===== src/rtl/warp_fetch_scheduler_pkg.sv =====
// Shared GPGPU front-end parameters for the warp fetch scheduler.
//   NUM_WARP     : number of hardware warps
//   NUM_WARP_LOG : width of a warp id
//   CREDITS      : fetch packets a warp may have between fetch and decode retire
//   CREDIT_W     : width of a per-warp credit counter (holds 0..CREDITS)
package warp_fetch_scheduler_pkg;

    localparam int NUM_WARP     = 8;
    localparam int NUM_WARP_LOG = 3;
    localparam int CREDITS      = 2;
    localparam int CREDIT_W     = 2;

    localparam logic [CREDIT_W-1:0] CREDIT_MAX = CREDIT_W'(CREDITS);

    typedef logic [NUM_WARP_LOG-1:0] warpId_t;
    typedef logic [CREDIT_W-1:0]     credit_t;

endpackage


===== src/rtl/warp_fetch_scheduler_rr_arbiter.sv =====
// Combinational round-robin arbiter.
//   req      in  : request vector, one bit per warp
//   ptr      in  : highest-priority warp id this cycle
//   grant    out : one-hot grant
//   grantId  out : encoded id of the granted warp
//   anyGrant out : at least one request present
// The request vector is duplicated so that a plain lowest-bit search over the
// upper portion (from ptr upward) naturally wraps back to warp 0.
module rr_arbiter
    import warp_fetch_scheduler_pkg::*;
(
    input  logic [NUM_WARP-1:0] req,
    input  warpId_t             ptr,
    output logic [NUM_WARP-1:0] grant,
    output warpId_t             grantId,
    output logic                anyGrant
);

    localparam int DW = 2 * NUM_WARP;

    logic [DW-1:0] dbl;
    logic [DW-1:0] below;
    logic [DW-1:0] masked;

    always_comb begin
        dbl      = {req, req};
        below    = (DW'(1) << ptr) - DW'(1);
        masked   = dbl & ~below;
        grantId  = '0;
        anyGrant = 1'b0;
        // Descending scan: the last hit is the lowest set bit at or above ptr.
        for (int i = DW - 1; i >= 0; i--) begin
            if (masked[i]) begin
                grantId  = NUM_WARP_LOG'(i % NUM_WARP);
                anyGrant = 1'b1;
            end
        end
        grant = anyGrant ? (NUM_WARP'(1) << grantId) : '0;
    end

endmodule


===== src/rtl/warp_fetch_scheduler.sv =====
// Warp fetch scheduler: picks one eligible warp per cycle in round-robin order
// and registers it as the fetch request. Tracks per-warp instruction-buffer
// credits, branch/barrier block state and flush recovery.
//   clk, reset     : clock, synchronous active-high reset
//   warpActive_i   : warp launched and not finished
//   stall_i        : downstream stall; holds grant, pointer and credits
//   creditRet_i    : decode consumed one packet of warp creditWarp_i
//   block_i        : block warp blockWarp_i until it is flushed
//   flush_i        : redirect of flushWarp_i; restores credits and unblocks
//   fetchValid_o   : registered fetch request valid
//   fetchWarp_o    : registered granted warp id
//   creditErr_o    : sticky flag, credit returned to a warp already full
module warp_fetch_scheduler
    import warp_fetch_scheduler_pkg::*;
(
    input  logic                clk,
    input  logic                reset,
    input  logic [NUM_WARP-1:0] warpActive_i,
    input  logic                stall_i,
    input  logic                creditRet_i,
    input  warpId_t             creditWarp_i,
    input  logic                block_i,
    input  warpId_t             blockWarp_i,
    input  logic                flush_i,
    input  warpId_t             flushWarp_i,
    output logic                fetchValid_o,
    output warpId_t             fetchWarp_o,
    output logic                creditErr_o
);

    // Saturating credit update; simultaneous issue and return cancel out.
    function automatic credit_t creditNext(input credit_t cur, input logic inc, input logic dec);
        case ({inc, dec})
            2'b10:   return (cur == CREDIT_MAX) ? cur : cur + 1'b1;
            2'b01:   return cur - 1'b1;
            default: return cur;
        endcase
    endfunction

    credit_t             credit [NUM_WARP];
    logic [NUM_WARP-1:0] blocked;
    logic [NUM_WARP-1:0] eligible;
    logic [NUM_WARP-1:0] grantOneHot;
    warpId_t             rrPtr;
    warpId_t             grantId;
    logic                anyGrant;
    logic                issue;
    logic                retErr;
    logic                fetchValid_p1;
    warpId_t             fetchWarp_p1;
    logic                creditErr;

    always_comb begin
        for (int w = 0; w < NUM_WARP; w++) begin
            eligible[w] = warpActive_i[w] & (credit[w] != '0) & ~blocked[w];
        end
    end

    rr_arbiter uArb (
        .req      (eligible),
        .ptr      (rrPtr),
        .grant    (grantOneHot),
        .grantId  (grantId),
        .anyGrant (anyGrant)
    );

    assign issue = anyGrant & ~stall_i;

    // A return is bogus when the warp already holds all credits, unless a
    // flush of that warp overrides it this cycle.
    assign retErr = creditRet_i & (credit[creditWarp_i] == CREDIT_MAX)
                  & ~(flush_i & (flushWarp_i == creditWarp_i));

    // ---- stage p1: registered grant and scheduler state ----
    always_ff @(posedge clk) begin
        if (reset) begin
            fetchValid_p1 <= 1'b0;
            fetchWarp_p1  <= '0;
            rrPtr         <= '0;
        end else if (!stall_i) begin
            fetchValid_p1 <= anyGrant;
            if (anyGrant) begin
                fetchWarp_p1 <= grantId;
                rrPtr        <= grantId + 1'b1;
            end
        end else if (flush_i && fetchValid_p1 && (flushWarp_i == fetchWarp_p1)) begin
            // Held request belongs to a flushed warp: drop it.
            fetchValid_p1 <= 1'b0;
        end
    end

    always_ff @(posedge clk) begin
        if (reset) begin
            for (int w = 0; w < NUM_WARP; w++) begin
                credit[w] <= CREDIT_MAX;
            end
            blocked   <= '0;
            creditErr <= 1'b0;
        end else begin
            for (int w = 0; w < NUM_WARP; w++) begin
                if (flush_i && (flushWarp_i == NUM_WARP_LOG'(w))) begin
                    credit[w]  <= CREDIT_MAX;
                    blocked[w] <= 1'b0;
                end else begin
                    credit[w] <= creditNext(credit[w],
                                            creditRet_i && (creditWarp_i == NUM_WARP_LOG'(w)),
                                            issue && grantOneHot[w]);
                    if (block_i && (blockWarp_i == NUM_WARP_LOG'(w))) begin
                        blocked[w] <= 1'b1;
                    end
                end
            end
            if (retErr) begin
                creditErr <= 1'b1;
            end
        end
    end

    assign fetchValid_o = fetchValid_p1;
    assign fetchWarp_o  = fetchWarp_p1;
    assign creditErr_o  = creditErr;

endmodule


===== config.mk =====
export PLATFORM = sky130hd
export DESIGN_NAME = warp_fetch_scheduler
export DESIGN_NICKNAME = d
export VERILOG_FILES = /design/src/rtl/warp_fetch_scheduler_pkg.sv /design/src/rtl/warp_fetch_scheduler_rr_arbiter.sv /design/src/rtl/warp_fetch_scheduler.sv
export SDC_FILE = /design/constraint.sdc
export NUM_CORES = 1
export LEC_CHECK = 0
export CORE_MARGIN = 8
export CORE_UTILIZATION = 50
export DETAILED_ROUTE_END_ITERATION = 8
export PLACE_DENSITY = 0.81
export SETUP_SLACK_MARGIN = 0.5
export SYNTH_ARGS = -nofsm -noshare
export SYNTH_HDL_FRONTEND = slang
export SYNTH_HIERARCHICAL = 1
export SYNTH_SLANG_ARGS = --single-unit

===== constraint.sdc =====
create_clock -name clk -period 4.3 [get_ports clk]
set_input_delay 1.075 -clock clk [delete_from_list [all_inputs] [get_ports clk]]
set_output_delay 1.075 -clock clk [all_outputs]
set_load 0.05 [all_outputs]

==> impl_results.md, run 1 <==
- CP startpoint kind: primary input
- Die Width: around 87 um
- Crit path DAT: 3620 ps
- Leading cell type in the layout, fill and taps excluded: nand2_1
- Seq cells post-synth: 32
- Clock transition at path regs: ~70 ps
- Synth Instances: 304
- First-pass GRT wire length: a little over 10000 um
- Count of yosys warnings during synthesis: 6
- MaxCap Viol Count: 0
- Fill cell count: 426
- Placer's final routability congestion estimate: 0.924
- Main synth FF type: edfxtp_1
- Number of port buffers: 27
- LEAKAGE: about 1.2 nW
- Req. time, crit path: ~4300 ps
- Vias in the first global route: 2123
- Final Non-Filler Cells: 400
- I/O pin count: 28
- Int Pwr: 0.920 mW
- Worst hold path class: reg -> reg
- Final Hold Viols: 0
- Final HPWL from detailed placement: 4720 um
- Fmax: 275 MHz
- Routed via count: around 2200
- Clock Power Share: 15.0%
- Starting Density: a little over half
- Routed len/inst: ~15 um
- Largest fanout on the critical path: 5
- Share of synthesized flip-flops with an asynchronous set or reset: 0%
- # setup viols final: 0
- Setup slack, reg-to-reg: 750 ps
- CP startpoint: warpActive_i[3]
- Setup TNS Final: 0 ps
- Largest net degree at the start of global routing: 18
- Ant diodes: 0
- R2r startpoint: rrPtr[2]
- Sw Ratio: 42.5%
- Die Ht: 86.8 um
- Starting DRT DRC Count: 172
- Pwr per Cell Area: 532 mW/mm2
- DRC Markers: 0
- Most frequent cells in the layout: nand2_1, clkdlybuf4s50_1, nor2_1
- Syn-to-layout area delta: 19.8%
- Max IR drop VDD: between 0.3 and 0.4 mV
- FF-to-FF path depth: 14
- Post-CTS setup buffers: 0
- Synth cell types: 58
- H-tree Lvls: 2
- Crit path capture: credit[3][0]
- Outcome: finished clean
- Core Region: around 0.0048 mm2
- Num CTS Buffers: 5
- Fin Hold WS: 465 ps
- Synthesized Nets: 339
- RSZ-0062 raised after global routing: true
- Post-DRT Antenna Nets: 0
- Post-Place Cells: 392
- Switching pwr: 0.679 mW
- Grt ovf: 0
- Avg Inst Size Synth: between 8 and 9 um2
- TritonCTS clock tree: done
- Sequential area share after synthesis: 31.9%
- Total power: about 1.6 mW
- Maximum root-to-sink buffer count: 2
- Std cell rows: 25
- Setup CP Type: in -> reg
- Fin crit period: 3630 ps
- Share of layout cells above drive strength 1: 11.4%
- Sequential cell area: 803 um2
- EDFF count, synth: 16
- Reg-to-reg endpoint: credit[2][1]
- Max-slew headroom: 58.8%
- Root Driver: clkbuf_8
- Multi-input gate area: 0.00161 mm2
- Combinational power share: 54.5%
- Mapped Area: between 0.002 and 0.003 mm2
- Fin. max-slew vios: 0
- Gr usage total: 16.8%
- Initial antenna violation count: 0
- DRT Wirelength: 5980 um
- Drt pass-1 iters: 4
- Clock Skews: 2.62 ps
- Nets: 367
- Routed vias/inst: ~5.5
- Clock sink total: 32
- WHS Path Cells: 1
- Die ar.: about 0.0075 mm2
- Final cycle utilization of the critical path: 84.5%
- Tightest Pin Transition: ~600 ps
- Reg power frac: a little under a third
- CP Capture Type: register
- Clk_lat worst skew: around 290 ps
## final cells by class
class,count,share of cell area (%)
Multi-Input combinational cell,236,53.5
Sequential cell,32,26.7
Timing Repair Buffer,36,11.2
Tap cell,67,2.79
Clock buffer,6,2.75
Inverter,21,2.67
Clock inverter,2,0.333
## power groups by stage
stage	Sequential, mW	Clock (mW)	Combinational (mW)
2_1_floorplan	0.501	0	0.636
3_3_place_gp	0.489	0	0.812
3_5_place_dp	0.492	0	0.834
4_1_cts	0.486	0.243	0.850
5_1_grt	0.502	0.254	0.969
6_report	0.487	0.240	0.871
## logic make-up after synthesis
kind of cell	share of synthesized area, %
adders and majority gates	5.99
AOI/OAI and AO/OA	16.4
xor gates and xnor gates	8.38
buffers and inverters	5.89
and+or+nand+nor	30.0
muxes	1.35
DFF	31.9
## stage by stage
stage	cell area (um2)	setup WS (ps)	util, %
floorplan	2510	692	-
global placement	2860	264	59.8
detailed placement	2860	230	59.8
CTS	2960	542	61.9
global route	3000	475	62.8
finish	3000	666	62.8
## flip-flops by register name, indices dropped and copies added, names as in the netlist
| name | cells |
|---|---|
| blocked | 8 |
| creditErr_o | 1 |
| fetchWarp_o | 3 |
| credit | 16 |
| rrPtr | 3 |
| fetchValid_o | 1 |
## how the worst min path moves through the flow
| stage | startpoint | endpoint | slack [ps] |
|---|---|---|---|
| 2_1_floorplan | blocked[2] | blocked[2] | 440 |
| 3_3_place_gp | blocked[4] | blocked[4] | 450 |
| 3_5_place_dp | blocked[1] | blocked[1] | 450 |
| 4_1_cts | blocked[1] | blocked[1] | 470 |
| 5_1_grt | blocked[1] | blocked[1] | 480 |
| 6_report | blocked[1] | blocked[1] | 460 |
## layer usage
layer | track usage [%] | routed length, um | up-vias
met3 | 3.88 | 329 | 8
met4 | 6.26 | 94 | 0
met2 | 26.9 | 2800 | 55
li1 | - | - | 1131
met5 | 0 | 0 | -
met1 | 21.3 | 2750 | 1020
## synthesized netlist by cell type (all sizes together), types with 2 or more instances
cell / n / share of area (%)
nand2: 32 / 4.9
nor2: 24 / 3.6
inv: 20 / 3.0
a21oi: 16 / 3.2
dfxtp: 16 / 13
edfxtp: 16 / 19
xnor2: 16 / 5.6
nand2b: 13 / 3.8
nor2b: 13 / 3.2
ha: 12 / 6.0
clkbuf: 11 / 1.8
nor3: 10 / 2.0
o21a: 10 / 3.0
nand3: 9 / 2.0
nor3b: 9 / 2.7
o21ai: 9 / 1.8
xor2: 8 / 2.8
a31oi: 4 / 1.0
and3: 4 / 1.0
buf: 4 / 0.90
nand4: 4 / 1.0
and3b: 3 / 1.0
nor4: 3 / 1.0
a2111oi: 2 / 0.75
a211oi: 2 / 0.60
and2: 2 / 0.50
and2b: 2 / 0.60
nand3b: 2 / 0.60
nor4b: 2 / 0.70
o211ai: 2 / 0.60
o311ai: 2 / 0.70
o31a: 2 / 0.70
or2: 2 / 0.50
or3: 2 / 0.50
## worst max-delay path, cell delays in order
cell and delay, ps:
clkdlybuf4s50_1 450, nor3b_2 240, nor2b_1 290, a21o_1 120, o22ai_1 90, a222oi_1 320, nand2_2 150, nor3_1 200
nand2_1 130, ha_1 210, and3b_1 170, o21ai_1 190
## what timing repair did
item                                    in CTS  in global routing
pin swaps                                    0                  1
endpoints found under the setup margin       1                 15
gates resized for setup                      1                 12
hold buffers                                 0                  0
(Power assumes the default switching activity.)
==> run 2: changes to the inputs <==
Settings changed: PLACE_DENSITY 0.81 to 0.84.
Clock period 4.3 ns to 3.1 ns, I/O delays scaled along.
==> run 2 against run 1 <==
The run now ends with setup timing left. Register-to-register slack lost 800 ps. Non-clock buffer count increased by 38. Clock power grew 41%. Cell area rose by 27%. Utilization rose by 17 points. Setup slack worse by 740 ps. Total power rose by 110%.
==> impl_results.md, run 2 (same netlist as run 1, synthesis figures left out) <==
- Placer's final routability congestion estimate: 0.936 (+1.4%)
- Top flop regs: credit (16), blocked (8)
- MaxCap Viol Count: 0 (unchanged)
- Routed vias/inst: 6.17 (+11%)
- Max reg flops: 16 (unchanged)
- Routed via count: 2701 (+22%)
- Post-Place Cells: 412 (+5.1%)
- Design Area, Final: 0.00380 mm2 (+27%)
- CP startpoint kind: primary input
- Die Ht: 86.8 um (unchanged)
- Core Region: 0.00479 mm2 (unchanged)
- Max IR drop VDD: 0.768 mV (+140%)
- Die ar.: 0.00754 mm2 (unchanged)
- Sw Ratio: 44.2% (+1.7 points)
- Most frequent cells in the layout: buf_4, nand2_1, nor2_1
- Share of layout cells above drive strength 1: 37.7% (+26 points)
- I/O pin count: 28 (unchanged)
- Final cycle utilization of the critical path: 102%
- DRT Wirelength: 8700 um (+46%)
- Crit path cell chain: dlygate4sd2_1, nor3b_2, buf_4, nor3_2, nor2_1, o31a_1, o221ai_2, inv_2, nor3_2, nand2_1, buf_4, ha_1, o21ai_2
- Clk_lat worst skew: 300 ps (about the same)
- H-tree Lvls: 2 (unchanged)
- Root Driver: clkbuf_8
- Pwr per Cell Area: 873 mW/mm2 (+64%)
- Total power: 3.32 mW (+110%)
- CP Capture Type: register
- Initial antenna violation count: 0 (unchanged)
- Req. time, crit path: 3090 ps (-1190 ps)
- Std cell rows: 25 (unchanged)
- Leading cell type in the layout, fill and taps excluded: buf_4
- Outcome: finished with violations
- HP Start: fetchValid_o
- Post-place instance area: 0.00311 mm2 (+8.7%)
- Switching pwr: 1.47 mW (+120%)
- Gr usage total: 20.8% (+4.0 points)
- Tightest Pin Transition: 677 ps (+60.6 ps)
- Starting Density: 52.4% (unchanged)
- Worst path slowest cell: o31a_1
- Final HPWL from detailed placement: 5260 um (+11%)
- Worst hold path class: reg -> reg
- Setup WS post-layout: -76.8 ps (-742 ps)
- Grt ovf: 0 (unchanged)
- Largest fanout on the critical path: 5 (unchanged)
- Failing checks: setup timing
- Fmax: 315 MHz
- Nets: 405 (+10%)
- Clock sink total: 32 (unchanged)
- Crit path DAT: 3170 ps (-450 ps)
- Largest net degree at the start of global routing: 18 (unchanged)
- Reg power frac: 20.7% (-9.8 points)
- Max-slew headroom: 54.7% (-4.1 points)
- Drt pass-1 iters: 5 (+1)
- Clock Power Share: 10.2% (-4.8 points)
- Post-DRT Antenna Nets: 0 (unchanged)
- CP startpoint: warpActive_i[1]
- Combinational power share: 69.1% (+15 points)
- Number of port buffers: 27 (unchanged)
- Int Pwr: 1.85 mW (+100%)
- Fin crit period: 3180 ps
- Starting DRT DRC Count: 259 (+51%)
- RSZ-0062 raised after global routing: true
- Setup TNS Final: -318 ps (-318 ps)
- Clock Skews: 8.77 ps (+6.15 ps)
- R2r startpoint: rrPtr[2]
- Clock transition at path regs: 80 ps (about the same)
- Num CTS Buffers: 5 (unchanged)
- Routed len/inst: 19.9 um (+33%)
- Setup CP Type: in -> reg
- LEAKAGE: 1.53 nW (+27%)
- Slowest stage delay, CP: 300 ps (-150 ps)
- Final Hold Viols: 0 (unchanged)
- Syn-to-layout area delta: 51.7%
- Ant diodes: 0 (unchanged)
- Fin Hold WS: 491 ps (+26.9 ps)
- Final Non-Filler Cells: 438 (+9.5%)
- Die Width: 86.8 um (unchanged)
- # setup viols final: 9 (+9)
- Fin. max-slew vios: 0 (unchanged)
- First-pass GRT wire length: 12400 um (+23%)
- Vias in the first global route: 2553 (+20%)
- Maximum root-to-sink buffer count: 2 (unchanged)
- Largest Register: credit
- TritonCTS clock tree: done
- DRC Markers: 0 (unchanged)
-- run 2: final timing paths --
path	end	slack (ps)	cells past startpoint
setup / recovery	credit[0][0]	-80	13
hold / removal	fetchValid_o	490	2
setup reg to reg	credit[0][1]	-50	17
hold reg to reg	fetchValid_o	490	2
-- run 2: per-layer routing --
metal  global-route usage, %  wire (um)
met1                    25.1       3550
met2                    34.1       4150
met3                    4.82        705
met4                    9.39        295
met5                       0          0
-- run 2: cell type report --
type / count / area (um2)
Multi-Input combinational cell: 236 / 2070
Fill cell: 282 / 982
Sequential cell: 32 / 810
Timing Repair Buffer: 74 / 666
Inverter: 21 / 86.3
Tap cell: 67 / 83.8
Clock buffer: 5 / 68.8
Clock inverter: 3 / 18.8
-- run 2: power by group through the flow --
| stage | sequential (mW) | combinational, mW | clock, mW |
|---|---|---|---|
| after floorplan | 0.699 | 0.995 | 0 |
| after global placement | 0.667 | 1.39 | 0 |
| after detailed placement | 0.674 | 1.43 | 0 |
| after CTS | 0.669 | 1.87 | 0.332 |
| after global routing | 0.698 | 2.41 | 0.360 |
| final | 0.688 | 2.29 | 0.339 |
-- run 2: repair_timing --
item | in CTS | in global routing
gates cloned | 0 | 0
endpoints found under the hold margin | 0 | 0
hold buffers | 0 | 0
pin swaps | 38 | 21
setup buffers | 14 | 4
endpoints found under the setup margin | 26 | 29
resized for setup | 63 | 46
-- run 2: worst max-delay path, delay by kind of cell --
family / cells / cell delay (ps)
adder cells (fa/ha/maj): 1 / 280
buffers and inverters: 4 / 680
AND/OR/NAND/NOR: 5 / 660
AO/OA/AOI/OAI: 3 / 750
-- run 2: metrics by stage --
| stage | utilization, % | worst slack, ps |
|---|---|---|
| finish | 79.5 | -76.8 |
| floorplan | - | -8.75 |
| CTS | 74.0 | 101 |
| global placement | 65.0 | -414 |
| detailed placement | 65.0 | -474 |
| global route | 79.5 | -210 |
==> run 3: changes to the inputs <==
Settings changed: SLEW_MARGIN set to 0.
==> results of run 3 <==
Final layout, timing and power as in run 2 (identical DEF).
